$ cat config.mk
export PLATFORM = sky130hd
export DESIGN_NAME = dispatch_ififo
export DESIGN_NICKNAME = d
export VERILOG_FILES = /design/src/rtl/dispatch_pkg.sv /design/src/rtl/dispatch_ififo_mem.sv /design/src/rtl/dispatch_ififo.sv
export SDC_FILE = /design/constraint.sdc
export NUM_CORES = 1
export LEC_CHECK = 0
export ABC_AREA = 0
export BUFFER_PORTS_ARGS = -buffer_cell sky130_fd_sc_hd__buf_2
export CORE_MARGIN = 2
export CORE_UTILIZATION = 45
export CTS_BUF_LIST = sky130_fd_sc_hd__clkbuf_2
export CTS_CLUSTER_SIZE = 20
export DETAILED_ROUTE_END_ITERATION = 6
export PLACE_DENSITY_LB_ADDON = 0.2
export SYNTH_ARGS = -nofsm -noshare
export SYNTH_HDL_FRONTEND = slang
export SYNTH_HIERARCHICAL = 1
export SYNTH_SLANG_ARGS = --single-unit
$ cat constraint.sdc
create_clock -name clk -period 23.9 [get_ports clk]
set_input_delay 4.78 -clock clk [delete_from_list [all_inputs] [get_ports clk]]
set_output_delay 4.78 -clock clk [all_outputs]
set_load 0.02 [all_outputs]
$ cat src/rtl/dispatch_pkg.sv
// Shared dispatch definitions: payload width, default queue depth and the packed
// dispatch payload layout carried through the instruction FIFO.
package dispatch_pkg;

  localparam int DISPATCH_PAYLOAD_W     = 128;
  localparam int DISPATCH_DEPTH_DEFAULT = 4;

  // Field widths sum to DISPATCH_PAYLOAD_W; pc occupies the top bits.
  typedef struct packed {
    logic [31:0] pc;
    logic [23:0] src_a;
    logic [23:0] src_b;
    logic [5:0]  dst_rob;
    logic [19:0] imm;
    logic [3:0]  fid;
    logic [1:0]  pipe_sel;
    logic [7:0]  cmds;
    logic [7:0]  bp_info;
  } dispatch_payload_t;

endpackage

$ cat src/rtl/dispatch_ififo_mem.sv
// Entry storage for the dispatch FIFO: one synchronous write port, one asynchronous
// read port. Contents are deliberately not reset.
module dispatch_ififo_mem #(
  parameter int DEPTH      = 4,
  parameter int DATA_WIDTH = 128,
  parameter int AW         = $clog2(DEPTH)
) (
  input  logic                  clk,
  input  logic                  wr_en,
  input  logic [AW-1:0]         wr_addr,
  input  logic [DATA_WIDTH-1:0] wr_data,
  input  logic [AW-1:0]         rd_addr,
  output logic [DATA_WIDTH-1:0] rd_data
);

  logic [DATA_WIDTH-1:0] mem [DEPTH];

  always_ff @(posedge clk) begin
    if (wr_en) mem[wr_addr] <= wr_data;
  end

  assign rd_data = mem[rd_addr];

endmodule

$ cat src/rtl/dispatch_ififo.sv
// Dispatch instruction FIFO with branch-commit flush. Defining DISPATCH_IFIFO_BYPASS_EN
// lets an entry arriving at an empty queue go straight to the consumer in the same cycle.
module dispatch_ififo
  import dispatch_pkg::*;
#(
  parameter int DATA_WIDTH = DISPATCH_PAYLOAD_W,
  parameter int DEPTH      = DISPATCH_DEPTH_DEFAULT
) (
  input  logic                       clk,
  input  logic                       reset,
  input  logic                       bco_valid,
  input  logic                       i_valid,
  output logic                       i_ready,
  input  logic [DATA_WIDTH-1:0]      i_data,
  output logic                       o_valid,
  input  logic                       o_ready,
  output logic [DATA_WIDTH-1:0]      o_data,
  output logic [$clog2(DEPTH):0]     o_count
);

  localparam int PW = $clog2(DEPTH);
  localparam int CW = PW + 1;

  logic [PW-1:0]         wr_ptr;
  logic [PW-1:0]         rd_ptr;
  logic [CW-1:0]         count;
  logic [DATA_WIDTH-1:0] rd_data;
  logic                  empty;
  logic                  bypass;
  logic                  push;
  logic                  pop;

  assign empty   = (count == '0);
  assign i_ready = !reset && !bco_valid && (count < CW'(DEPTH));

`ifdef DISPATCH_IFIFO_BYPASS_EN
  assign bypass  = !reset && !bco_valid && empty && i_valid && o_ready;
  assign o_valid = (!empty && !bco_valid) || bypass;
  assign o_data  = bypass ? i_data : rd_data;
`else
  assign bypass  = 1'b0;
  assign o_valid = !empty && !bco_valid;
  assign o_data  = rd_data;
`endif

  // A bypassed entry is consumed directly and never touches storage or the count.
  assign push = i_valid && i_ready && !bypass;
  assign pop  = o_valid && o_ready && !bypass;

  always_ff @(posedge clk or posedge reset) begin
    if (reset) begin
      wr_ptr <= '0;
      rd_ptr <= '0;
      count  <= '0;
    end else if (bco_valid) begin
      wr_ptr <= '0;
      rd_ptr <= '0;
      count  <= '0;
    end else begin
      if (push) wr_ptr <= wr_ptr + PW'(1);
      if (pop)  rd_ptr <= rd_ptr + PW'(1);
      case ({push, pop})
        2'b10:   count <= count + CW'(1);
        2'b01:   count <= count - CW'(1);
        default: count <= count;
      endcase
    end
  end

  assign o_count = count;

  dispatch_ififo_mem #(
    .DEPTH      (DEPTH),
    .DATA_WIDTH (DATA_WIDTH)
  ) u_mem (
    .clk     (clk),
    .wr_en   (push),
    .wr_addr (wr_ptr),
    .wr_data (i_data),
    .rd_addr (rd_ptr),
    .rd_data (rd_data)
  );

endmodule
# After elaboration in Yosys (flattened, before gate mapping)

Memories as Yosys holds them, arrays and structs flattened.
Index checks and enable logic that the tools add are counted.

Bits in registers: 7
Bits in writable memories: 512
Output and inout bits: 133
Logic and storage cells: 31
Memories: 1

Add/subtract/negate cells: 4
$lt $le $gt $ge: 1
Eq/ne operators: 2
Muxes and demuxes: 8
Reduce and logical (&&, ||, !) cells: 12

Memories:

| memory    | words | width | read ports | clocked after memory_dff | wr ports | line                     | RTL |
|---|---|---|---|---|---|---|---|
| u_mem.mem | 4     | 128   | 1          | 0                        | 1        | dispatch_ififo_mem.sv:16 | `logic [DATA_WIDTH-1:0] mem [DEPTH];` |

Operator list:

| kind                                                | count |
|---|---|
| 2-to-1 mux 2 bit                                    | 4 |
| one-hot mux 3 bit (2 select lines)                  | 1 |
| logical AND 1 bit                                   | 5 |
| adder 2 x 1 -> 2 bit, second input constant         | 2 |
| nonzero test 2 bit                                  | 2 |
| adder 3 x 1 -> 3 bit, second input constant         | 1 |
| zero test 1 bit                                     | 3 |
| zero test 3 bit                                     | 1 |
| less-than comparator 3 bit, second input constant   | 1 |
| 2-to-1 mux 3 bit                                    | 1 |
| nonzero test 3 bit                                  | 1 |
| subtractor 3 x 1 -> 3 bit, second input constant    | 1 |
| equality test 2 x 1 -> 1 bit, second input constant | 1 |
| equality test 2 bit, second input constant          | 1 |
| 2-to-1 mux 1 bit                                    | 2 |

# Depth between registers and ports, before layout

Depth after elaboration: 7
Mapped depth: 6
Depth with buffers taken out: 5

# By module

The synthesis kept the hierarchy.

Modules (own cells, without submodules):

| module             | instances | cells an instance | area each (um2) |
|---|---|---|---|
| dispatch_ififo_mem | 1         | 672               | 18,602.8 |
| dispatch_ififo     | 1         | 41                | 392.9 |

# Least setup slack after synthesis

Ideal clock, no wire load.

Kind: input-to-reg
Start point: input port bco_valid
End point: memory u_mem.mem[0][0] (enable)
Library setup time: 0.798 ns
Data arrival time: 14.596 ns
Setup slack: 8.506 ns
Stages: 3
Path buffers: 1
Cell sequence: nor4b_1 -> buf_2 -> nor3b_1

Word-level cells in the longest chain between the ends: 6

Ends and longest elaborated chain:

| element                                | line                     | RTL |
|---|---|---|
| start: declaration                     | dispatch_ififo.sv:11     | `input logic bco_valid,` |
| zero test 1 bit                        | dispatch_ififo.sv:34     | `assign i_ready = !reset && !bco_valid && (count < CW'(DEPTH));` |
| logical AND 1 bit (2 in series)        | dispatch_ififo.sv:34     |  |
| logical AND 1 bit                      | dispatch_ififo.sv:47     | `assign push = i_valid && i_ready && !bypass;` |
| via push                               | dispatch_ififo.sv:30     | `logic push;` |
| 2-to-1 mux 1 bit                       | dispatch_ififo_mem.sv:19 | `if (wr_en) mem[wr_addr] <= wr_data;` |
| 2-to-1 mux 1 bit (not written as such) | dispatch_ififo_mem.sv:19 |  |
| end: declaration                       | dispatch_ififo_mem.sv:16 |  |

The timed path passes the listed nets, and every way through them passes these cells.

# Final worst setup path

Start point: input port bco_valid
End point: output port i_ready

Word-level cells in the longest chain between the ends: 3

Ends and longest elaborated chain:

| element                         | line                 | RTL |
|---|---|---|
| zero test 1 bit                 | dispatch_ififo.sv:34 |  |
| logical AND 1 bit (2 in series) | dispatch_ififo.sv:34 |  |
| end: declaration                | dispatch_ififo.sv:13 | `output logic i_ready,` |

Every way passes these cells.

==> run metrics <==
status=finished, final reports clean; Tmin final=10.09 ns; Residual DRC=0; Setup TNS=0 ns; antenna-violating nets left=0; post-synthesis mux area share=0.152; largest net degree at the start of global routing=115; drt first-iter violations=504; FFs w/ async S/R, synth=0.0135; Util after Layout=0.526; CP Capture Type=output port; Post-CTS Setup Bufs=0; Synth Area in XOR/XNOR=0.00323; R2R setup slack=20.39 ns; Max Cap Violations=0; Worst setup SP type=primary input; unrepaired setup endpoints after global routing=false; R2R cell count=3; CTS Hold Bufs=0; CP max stage cell=buf_2; core area=41,800 µm²; row count=75; Post-Route WL=36,600 µm; GRT Residual Overflow=0; nets@finish=1,231; mapped cell area=19,000 µm²; Synth Area in Adders=0.00105; post-synthesis register bit count=519; fin crit share=0.422; Compound-Gate Fraction of Synth Area=0.00191; largest family of logic cells by synthesized area=multiplexers; Final Hold Viols=0; crit path DAT=5.31 ns; Synth cell types=25; Max transition margin=0.278; VDD IR max=0.0000489 V; port bufs=265; Num CTS Buffers=134; die width=209 µm; Setup crit start=bco_valid; global-route wire length before repair=55,200 µm; Cells after Synth=713; detailed-placement wirelength estimate=20,600 µm; Req. time, crit path=19.12 ns; end of the worst register-to-register path=u_mem/mem[1][104]; die area=43,900 µm²; clock root cell=clkbuf_2; # setup viols final=0; clk sink count=519; PostCTS Resize Cnt=0; area grow syn2layout=15.6%; Place WS=13.82 ns; total power=0.00169 W; Levels on crit path=3; Syn Nets=847; vias in the first global route=9,633; CTS tree=yes; reg2reg start=o_count[2]; cells along the critical path=buf_2 > nor3_1 > buf_2; initial antenna violation count=6; I/O Pins=266; Crit Path Class=primary input to output port; ys flop type=edfxtp_1; top cell type's share of synthesized area=0.809; family with the most delay on the worst path=buffers and inverters; achievable clock frequency=0.0991 GHz; Seq. cell area=15,600 µm²; wire length per cell=21.2 µm; largest stage delay on the critical path=0.19 ns; Setup crit end=i_ready; vias per cell=5.16; H-tree depth=4; leading area contributor after synthesis=edfxtp_1; crit-path max FO=11; Multi-input gate area=3140 µm²; number of synthesized flops with an enable pin=512; Avg Cell Area, Syn=26.6 µm²; share of layout cells above drive strength 1=0.525; CTS clk-pin slew, worst paths=0.08 ns; clock skew=0.0602 ns; clk_lat worst skew=1.21 ns; WP buf/inv=2; Die Y=209 µm; synth warn=6; post-synthesis simple-gate area fraction=0.00534; power per cell area=77.0 nW/µm²; Area contributors post-synth=edfxtp_1 81%, mux4_2 15%, buf_12 1.1%, dfrtp_1 0.92%, buf_2 0.37%; Global Route Usage Sum=0.173; TritonRoute pass-1 iters=4; Hold/Removal Path Class=register to register; most frequent CP cell=buf_2; Max Root-Sink Buffers=3; max-slew violation count=0; Starting Density=0.455; Fill cells=3,358; Seq/Total Area, Yosys=0.819; P_leak=7.47 nW; global placement routability congestion=0.720; fin worst setup slack=13.81 ns; Slew @ Worst Pin=1.08 ns; DR vias=8,910
[tightest hold or removal path: stages, from the launching register on]
cell and delay, ns:
dfrtp_1 0.43, xor2_1 0.11, nor2_1 0.07
[cell usage in the layout (no fill, tap or decap), drive strengths merged]
| cell type | netlist | routed |
|---|---|---|
| xor2 | 2 | 2 |
| nand2 | 1 | 1 |
| diode | 0 | 4 |
| mux4 | 128 | 128 |
| a31oi | 1 | 1 |
| xnor2 | 5 | 5 |
| inv | 3 | 8 |
| and3 | 1 | 1 |
| nor3b | 1 | 1 |
| buf | 28 | 278 |
| o21ai | 2 | 2 |
| mux2i | 1 | 1 |
| nor2 | 8 | 8 |
| nor3 | 3 | 3 |
| a22oi | 1 | 1 |
| fa | 1 | 1 |
| and3b | 2 | 2 |
| dfrtp | 7 | 7 |
| or4 | 1 | 1 |
| nor4b | 1 | 1 |
| nand3 | 1 | 1 |
| edfxtp | 512 | 512 |
| clkinvlp | 0 | 1 |
| bufinv | 0 | 2 |
| clkinv | 0 | 20 |
| o31ai | 1 | 1 |
| clkbuf | 2 | 194 |
[worst min path at each step]
stage | from | to | slack, ns | depth (start not counted)
3_5_place_dp | wr_ptr[1] | wr_ptr[1] | 0.63 | 2
2_1_floorplan | rd_ptr[1] | rd_ptr[1] | 0.52 | 2
3_3_place_gp | wr_ptr[1] | wr_ptr[1] | 0.64 | 2
4_1_cts | wr_ptr[1] | wr_ptr[1] | 0.66 | 2
5_1_grt | wr_ptr[0] | wr_ptr[0] | 0.71 | 2
6_report | wr_ptr[1] | wr_ptr[1] | 0.65 | 2
[power by group]
part | total, W | internal, W | switching (W) | leakage [nW]
Sequential | 0.00101 | 0.00101 | 0.00000389 | 4.72
Clock | 0.000569 | 0.000237 | 0.000332 | 0.899
Combinational | 0.000110 | 0.0000461 | 0.0000639 | 1.85
[layer usage]
metal | global-route usage | up-vias | wire length [µm]
met5 | 0 | - | 40
li1 | - | 3944 | -
met1 | 0.217 | 4612 | 15100
met4 | 0.0714 | 6 | 629
met2 | 0.263 | 299 | 17900
met3 | 0.0799 | 49 | 2950
[synthesized netlist by cell type, types with 2 or more instances]
master / instances
nor2_1: 8
buf_12: 10
xor2_1: 2
o21ai_0: 2
mux4_2: 128
nor3_1: 3
buf_6: 4
dfrtp_1: 7
edfxtp_1: 512
inv_1: 3
and3b_1: 2
clkbuf_1: 2
buf_2: 14
xnor2_1: 5
[layout make-up]
cell class	instances	share of cell area
inverter	3	0.000513
antenna	4	0.000456
tap	539	0.0307
clock inverter	28	0.00763
sequential	519	0.708
timing repair buffer	278	0.0654
multi-input combinational	161	0.143
clock buffer	194	0.0442
[flip-flops by register name (all words and copies together) (netlist names)]
name,flops
u_mem/mem,512
wr_ptr,2
rd_ptr,2
o_count,3
[logic make-up after synthesis]
kind of cell / count (synthesis)
adder cells (fa/ha/maj): 1
AND/OR/NAND/NOR: 19
buffers and inverters: 33
multiplexers: 129
XOR/XNOR: 7
flip-flops: 519
AO/OA/AOI/OAI: 5
[stage by stage]
step                hold WS (ns)  cell area (µm²)  instances
global route               0.710            22000       1723
floorplan                  0.524            19000        713
finish                     0.650            22000       1726
global placement           0.637            20800       1500
detailed placement         0.629            20800       1500
CTS                        0.663            22000       1722
Power figures use the tool's default switching activity.
